[src/rtl/unary_arb_pkg.sv]
// Shared definitions for the unary unit arbiter.
//   arb_state_t     : arbiter FSM states (ABORT is reachable only when
//                     UNARY_ARB_TIMEOUT_EN is defined)
//   DEFAULT_TIMEOUT : default watchdog limit in cycles
//   grant_w()       : width of a requester index for a given requester count
//   grant_idx_t     : requester index type for the default requester count
package unary_arb_pkg;

  typedef enum logic [1:0] {
    IDLE  = 2'd0,
    RUN   = 2'd1,
    DONE  = 2'd2,
    ABORT = 2'd3
  } arb_state_t;

  localparam int DEFAULT_TIMEOUT = 255;
  localparam int DEFAULT_NUM_REQ = 4;

  // A lone requester still needs a one-bit index.
  function automatic int grant_w(input int n);
    return (n > 1) ? $clog2(n) : 1;
  endfunction

  typedef logic [grant_w(DEFAULT_NUM_REQ)-1:0] grant_idx_t;

endpackage

[src/rtl/unary_rr_pick.sv]
// Combinational round-robin selector.
//   req         in  : request vector, one bit per requester
//   last_grant  in  : index granted most recently
//   grant_valid out : at least one request is pending
//   grant_idx   out : first requesting index after last_grant, with wrap
module unary_rr_pick
  import unary_arb_pkg::*;
#(
  parameter int NUM_REQ = 4,
  parameter int IDX_W   = grant_w(NUM_REQ)
) (
  input  logic [NUM_REQ-1:0] req,
  input  logic [IDX_W-1:0]   last_grant,
  output logic               grant_valid,
  output logic [IDX_W-1:0]   grant_idx
);

  // Candidate gi is the requester gi+1 places after last_grant. The sum is
  // below 2*NUM_REQ, so one conditional subtraction performs the wrap.
  logic [NUM_REQ*IDX_W-1:0] cand_flat;
  logic [NUM_REQ-1:0]       cand_hit;

  for (genvar gi = 0; gi < NUM_REQ; gi++) begin : g_cand
    logic [IDX_W:0]   sum;
    logic [IDX_W-1:0] idx;
    assign sum = {1'b0, last_grant} + (IDX_W+1)'(gi + 1);
    assign idx = (sum >= (IDX_W+1)'(NUM_REQ)) ? IDX_W'(sum - (IDX_W+1)'(NUM_REQ))
                                              : sum[IDX_W-1:0];
    assign cand_flat[gi*IDX_W +: IDX_W] = idx;
    assign cand_hit[gi] = req[idx];
  end

  // Scan from the farthest candidate down so the nearest one wins.
  always_comb begin
    grant_valid = |cand_hit;
    grant_idx   = '0;
    for (int k = NUM_REQ - 1; k >= 0; k--) begin
      if (cand_hit[k]) begin
        grant_idx = cand_flat[k*IDX_W +: IDX_W];
      end
    end
  end

endmodule

[src/rtl/unary_unit_arbiter.sv]
// Time-multiplexes one shared unary streaming unit among NUM_REQ bitstream
// requesters. One job is a full INPUT_WIDTH-bit operand stream; grants are
// round-robin; the unit is held in reset between jobs.
//
// Optional feature: define UNARY_ARB_TIMEOUT_EN to enable a watchdog that
// aborts a job after TIMEOUT consecutive RUN cycles with neither an operand
// pop nor a result bit (ABORT state, err pulse). Without it err is 0.
//
// Ports:
//   clk, reset            : clock; asynchronous active-low reset
//   req                   : per-requester job request (level)
//   src_bit / src_avail   : per-requester operand bit and its valid
//   src_pop               : operand bit consumed this cycle
//   dst_valid / dst_bit   : result bit routed to the granted requester
//   done / err            : one-cycle completion / abort pulse
//   busy                  : arbiter not idle
//   grant_id              : current or last granted requester
//   unit_rst_n            : registered active-low reset to the shared unit
//   unit_ready / unit_a   : operand handshake and bit into the unit
//   unit_valid / unit_y   : result handshake and bit from the unit
module unary_unit_arbiter
  import unary_arb_pkg::*;
#(
  parameter int NUM_REQ     = 4,
  parameter int INPUT_WIDTH = 32,
  parameter int COUNT_WIDTH = $clog2(INPUT_WIDTH + 1)
`ifdef UNARY_ARB_TIMEOUT_EN
  , parameter int TIMEOUT   = DEFAULT_TIMEOUT
`endif
) (
  input  logic                       clk,
  input  logic                       reset,
  input  logic [NUM_REQ-1:0]         req,
  input  logic [NUM_REQ-1:0]         src_bit,
  input  logic [NUM_REQ-1:0]         src_avail,
  output logic [NUM_REQ-1:0]         src_pop,
  output logic [NUM_REQ-1:0]         dst_valid,
  output logic [NUM_REQ-1:0]         dst_bit,
  output logic [NUM_REQ-1:0]         done,
  output logic [NUM_REQ-1:0]         err,
  output logic                       busy,
  output logic [$clog2(NUM_REQ)-1:0] grant_id,
  output logic                       unit_rst_n,
  output logic                       unit_ready,
  output logic                       unit_a,
  input  logic                       unit_valid,
  input  logic                       unit_y
);

  localparam int IDX_W = grant_w(NUM_REQ);
  localparam logic [COUNT_WIDTH-1:0] FULL = COUNT_WIDTH'(INPUT_WIDTH);

  arb_state_t             state_q, state_d;
  logic [IDX_W-1:0]       grant_q, grant_d;
  logic [IDX_W-1:0]       last_grant_q, last_grant_d;
  logic [COUNT_WIDTH-1:0] in_count_q, in_count_d;
  logic [COUNT_WIDTH-1:0] out_count_q, out_count_d;
  logic                   unit_rst_n_q, unit_rst_n_d;

  logic                   pick_valid;
  logic [IDX_W-1:0]       pick_idx;

`ifdef UNARY_ARB_TIMEOUT_EN
  localparam int WD_W = $clog2(TIMEOUT + 1);
  localparam logic [WD_W-1:0] WD_LAST = WD_W'(TIMEOUT - 1);
  logic [WD_W-1:0] wd_q, wd_d;
`endif

  unary_rr_pick #(
    .NUM_REQ (NUM_REQ),
    .IDX_W   (IDX_W)
  ) u_pick (
    .req         (req),
    .last_grant  (last_grant_q),
    .grant_valid (pick_valid),
    .grant_idx   (pick_idx)
  );

  always_ff @(posedge clk or negedge reset) begin
    if (!reset) begin
      state_q      <= IDLE;
      grant_q      <= '0;
      last_grant_q <= IDX_W'(NUM_REQ - 1);   // requester 0 goes first
      in_count_q   <= '0;
      out_count_q  <= '0;
      unit_rst_n_q <= 1'b0;
`ifdef UNARY_ARB_TIMEOUT_EN
      wd_q         <= '0;
`endif
    end else begin
      state_q      <= state_d;
      grant_q      <= grant_d;
      last_grant_q <= last_grant_d;
      in_count_q   <= in_count_d;
      out_count_q  <= out_count_d;
      unit_rst_n_q <= unit_rst_n_d;
`ifdef UNARY_ARB_TIMEOUT_EN
      wd_q         <= wd_d;
`endif
    end
  end

  always_comb begin
    state_d      = state_q;
    grant_d      = grant_q;
    last_grant_d = last_grant_q;
    in_count_d   = in_count_q;
    out_count_d  = out_count_q;
    unit_rst_n_d = unit_rst_n_q;
`ifdef UNARY_ARB_TIMEOUT_EN
    wd_d         = wd_q;
`endif
    src_pop      = '0;
    dst_valid    = '0;
    dst_bit      = '0;
    done         = '0;
    err          = '0;
    unit_ready   = 1'b0;
    unit_a       = 1'b0;

    unique case (state_q)
      IDLE: begin
        unit_rst_n_d = 1'b0;
        if (pick_valid) begin
          grant_d      = pick_idx;
          in_count_d   = '0;
          out_count_d  = '0;
          unit_rst_n_d = 1'b1;
          state_d      = RUN;
`ifdef UNARY_ARB_TIMEOUT_EN
          wd_d         = '0;
`endif
        end
      end

      RUN: begin
        // Feeding stops once the whole operand has been handed over.
        unit_ready         = src_avail[grant_q] && (in_count_q < FULL);
        unit_a             = src_bit[grant_q];
        src_pop[grant_q]   = unit_ready;
        dst_valid[grant_q] = unit_valid;
        dst_bit[grant_q]   = unit_y;
        if (unit_ready) begin
          in_count_d = in_count_q + COUNT_WIDTH'(1);
        end
        if (unit_valid && (out_count_q != FULL)) begin
          out_count_d = out_count_q + COUNT_WIDTH'(1);
        end
`ifdef UNARY_ARB_TIMEOUT_EN
        if (unit_ready || unit_valid) begin
          wd_d = '0;
        end else if (wd_q == WD_LAST) begin
          state_d      = ABORT;
          unit_rst_n_d = 1'b0;
        end else begin
          wd_d = wd_q + WD_W'(1);
        end
`endif
        // The last result bit ends the job in the same cycle it arrives.
        if (out_count_d == FULL) begin
          state_d      = DONE;
          unit_rst_n_d = 1'b0;
        end
      end

      DONE: begin
        done[grant_q] = 1'b1;
        last_grant_d  = grant_q;
        state_d       = IDLE;
      end

`ifdef UNARY_ARB_TIMEOUT_EN
      ABORT: begin
        err[grant_q]  = 1'b1;
        last_grant_d  = grant_q;
        state_d       = IDLE;
      end
`endif

      default: begin
        unit_rst_n_d = 1'b0;
        state_d      = IDLE;
      end
    endcase
  end

  assign busy       = (state_q != IDLE);
  assign grant_id   = grant_q;
  assign unit_rst_n = unit_rst_n_q;

endmodule

[config.mk]
export PLATFORM = sky130hd
export DESIGN_NAME = unary_unit_arbiter
export DESIGN_NICKNAME = d
export VERILOG_FILES = /design/src/rtl/unary_arb_pkg.sv /design/src/rtl/unary_rr_pick.sv /design/src/rtl/unary_unit_arbiter.sv
export SDC_FILE = /design/constraint.sdc
export NUM_CORES = 1
export LEC_CHECK = 0
export ABC_AREA = 1
export CAP_MARGIN = 25
export CORE_MARGIN = 5
export CORE_UTILIZATION = 46
export DETAILED_ROUTE_END_ITERATION = 16
export HOLD_SLACK_MARGIN = 0.02
export PLACE_DENSITY = 0.77
export REMOVE_ABC_BUFFERS = 1
export SYNTH_ARGS = -nofsm -noshare
export SYNTH_HDL_FRONTEND = slang
export SYNTH_SLANG_ARGS = --single-unit
[constraint.sdc]
create_clock -name clk -period 1.77 [get_ports clk]
set_clock_uncertainty 0.05 [all_clocks]
set_input_delay 0.2655 -clock clk [delete_from_list [all_inputs] [get_ports clk]]
set_output_delay 0.2655 -clock clk [all_outputs]
set_load 0.01 [all_outputs]
==> results.ini <==
[synthesis]
synth_area_um2 = 1490
synth_seq_area_share_pct = 32.1
synth_top_family_by_area = simple AND/OR/NAND/NOR gates
syn_avg_cell_area_um2 = 6.98
synth-simple-area-share_pct = 40.7
synth_top_area_cell = dfrtp_1
yosysWarningCount = 0
synth-seq-cells = 19
yosysTopAreaCellShare_pct = 28.6
synth_cell_type_count = 32
synth_fa_ha_area_share_pct = 2.52
synth_mux_area_share_pct = 0
syn_inst = 213
ys_top_cells_by_area = dfrtp_1 29%, nand2_1 16%, nor2_1 7.1%
synth_xor_area_share_pct = 3.53
synth_compound_area_share_pct = 8.33

[floorplanning]
die_x_um = 66.9
start_util_pct = 48.3
die_h_um = 66.9
num_io_pins = 42
core-area_um2 = 3080
die_area_um2 = 4470
rows = 20

[clocking]
path_clk_slew_ns = 0.12
cts_tree = done
clock_path_buffers = 2
postCtsHoldBufs = 0
numCtsBuffers = 3
root_buffer = clkbuf_4
htree_levels = 1
insertion_delay_ns = 0.31
clkSinkCount = 19

[setup_path]
cp_data_arrival_time_ns = 1.55
cp_slowest_stage_delay_ns = 0.45
reg2reg_depth = 11
end_kind = primary output
worst_path_max_delay_cell = dfrtp_2
crit_buf_inv = 3
cp_top_family = flip-flops
required_ns = 1.45
crit_path_cell_trace = buf_6, nand2_4, inv_4, a22oi_2, nand3_2, nand3_4, nor2_1, buf_2
path_depth = 8
start_kind = flip-flop
path_class = reg -> out
crit_path_max_fanout = 6

[sta]
setup_viol = 6
fin_crit_ns = 1.87
report.final.slew_viol_count = 0
fin_crit_sh_pct = 105
hold_ws_ns = 0.224
fmax_mhz = 536
hold_viol = 0
fin_tns_setup_ns = -0.490
setup_ws_ns = -0.0954
grt_setup_unrepaired = true

[final_layout]
multi_input_area_um2 = 877
n_antenna_cell = 0
fill_cells = 272
area_growth_pct = 41.0
drive_gt1_share_pct = 34.3
mostFrequentLayoutCells = 58 x nand2_1, 25 x buf_4, 22 x nor2_1
nNetsFinal = 300
final_common_cell = nand2_1
design_area_um2 = 2100
ff_latch_area_um2 = 479

[global_routing]
grt-ovfl-total = 0
grt_pass1_wl_mm = 6.48
grt_start_max_net_pins = 20
antenna_found_initial = 0
grt_pass1_vias = 1486
grt.total_usage_pct = 18.7

[power_and_ir_drop]
p_sw_mw = 1.44
peakVddDrop_mv = 1.05
power_frac_comb_pct = 69.1
power-per-cell-area_nw_per_um2 = 1480
swShare_pct = 46.4
cellInternalPower_mw = 1.67
leakage_nw = 1.11
clkPwrFrac_pct = 7.3
power_mw = 3.11
sequentialPowerShare_pct = 23.6

[drt]
wl_per_cell_um = 11.7
wl_met2_mm = 1.85
wl_met1_mm = 1.76
top_layer = met4
vias = 1544
routed_wl_mm = 3.81
drtPass1Iterations = 4
vias_per_cell = 4.77
drc = 0
drtIter0Drc = 77
wl_met3_um = 153
ant_nets = 0

[status]
violations = setup timing
status = complete, but fails checks

[worst_hold_path]
hp-class = in -> async

[placement]
post-dp-hpwl_mm = 2.89
portBuffers = 37
dpl-instance-area_um2 = 2000
place_ws_ns = -0.332
gp_congestion = 0.845

[flow_run]
max_cap_violations = 0

==> layout make-up <==
| cell class | count | share of cell area [%] |
|---|---|---|
| Timing Repair Buffer | 68 | 25.9 |
| Clock inverter | 1 | 0.239 |
| Inverter | 28 | 5.55 |
| Clock buffer | 3 | 1.07 |
| Sequential cell | 19 | 22.8 |
| Multi-Input combinational cell | 161 | 41.8 |
| Tap cell | 44 | 2.62 |
==> timing repair <==
item / 4_1_cts / 5_1_grt
endpoints found under the hold margin: 0 / 0
buffers inserted: 6 / 5
pin swaps: 2 / 6
cloned: 0 / 0
gates resized for setup: 80 / 20
setup endpoints to repair: 20 / 24
==> metal layers <==
layer  vias up  global-route usage [%]
met1       700                    24.4
met2        40                    31.1
met3         4                    4.38
li1        800                       -
met4         0                    4.56
met5         -                       0
==> registers in the layout, indices dropped and copies added (netlist names) <==
register / count
in_count_q: 6
grant_id: 2
unit_rst_n: 1
out_count_q: 6
last_grant_q: 2
state_q: 2
==> through the flow <==
step / instances / util [%]
2_1_floorplan: 208 / -
3_3_place_gp: 309 / 64.9
3_5_place_dp: 309 / 64.9
4_1_cts: 319 / 65.9
5_1_grt: 324 / 68.2
6_report: 324 / 68.2
==> cell usage after synthesis <==
cell      count
nand2_1      62
nor2_1       28
inv_1        22
nand3_1      18
dfrtp_1      17
o21ai_0       7
nand3_2       6
nand2_2       5
o21ai_1       5
buf_4         4
inv_2         4
xor2_1        4
buf_6         3
ha_1          3
o21ai_2       3
dfstp_2       2
nand2_4       2
nand4_1       2
nor2_4        2
xnor2_1       2
a21oi_1       1
a22oi_1       1
a22oi_2       1
a31oi_1       1
clkbuf_8      1
clkinv_2      1
conb_1        1
inv_4         1
nand3_4       1
nor3_1        1
o22ai_1       1
or2_2         1
==> path summary, 6_finish.rpt <==
kind | to | slack, ns | from
min in group clk | unit_rst_n$_DFFE_PN0P_ | 0.47 | unit_rst_n$_DFFE_PN0P_
max | src_pop[0] | -0.1 | grant_id[0]$_DFFE_PN0P_
max in group asynchronous | last_grant_q[0]$_DFFE_PN1P_ | 1.18 | reset
max reg2reg | in_count_q[5]$_DFFE_PN0P_ | 0.11 | grant_id[0]$_DFFE_PN0P_
min reg2reg | unit_rst_n$_DFFE_PN0P_ | 0.47 | unit_rst_n$_DFFE_PN0P_
min | out_count_q[5]$_DFFE_PN0P_ | 0.22 | reset
==> cell families (layout without fill, tap and decap cells) <==
| family | Yosys count | in the layout |
|---|---|---|
| and+or+nand+nor | 128 | 128 |
| DFF | 19 | 19 |
| AOI/OAI and AO/OA | 20 | 20 |
| xor gates and xnor gates | 6 | 6 |
| adders and majority gates | 3 | 3 |
| buffers and inverters | 36 | 100 |
| other | 1 | 4 |
==> power by group through the flow <==
stage / Combinational [mW] / Clock [mW] / Sequential [mW]
finish: 2.15 / 0.228 / 0.734
global route: 2.40 / 0.260 / 0.754
CTS: 1.99 / 0.236 / 0.737
detailed placement: 1.90 / 0 / 0.765
global placement: 1.88 / 0 / 0.763
floorplan: 1.03 / 0 / 0.759
==> worst reg2reg max path: cells and delay by family, from the launching register on <==
family,cells,cell delay [ns]
DFF,1,0.45
and+or+nand+nor,5,0.41
buffers and inverters,4,0.45
AOI/OAI and AO/OA,2,0.22
Note: power is estimated with default switching activity, not from simulation.
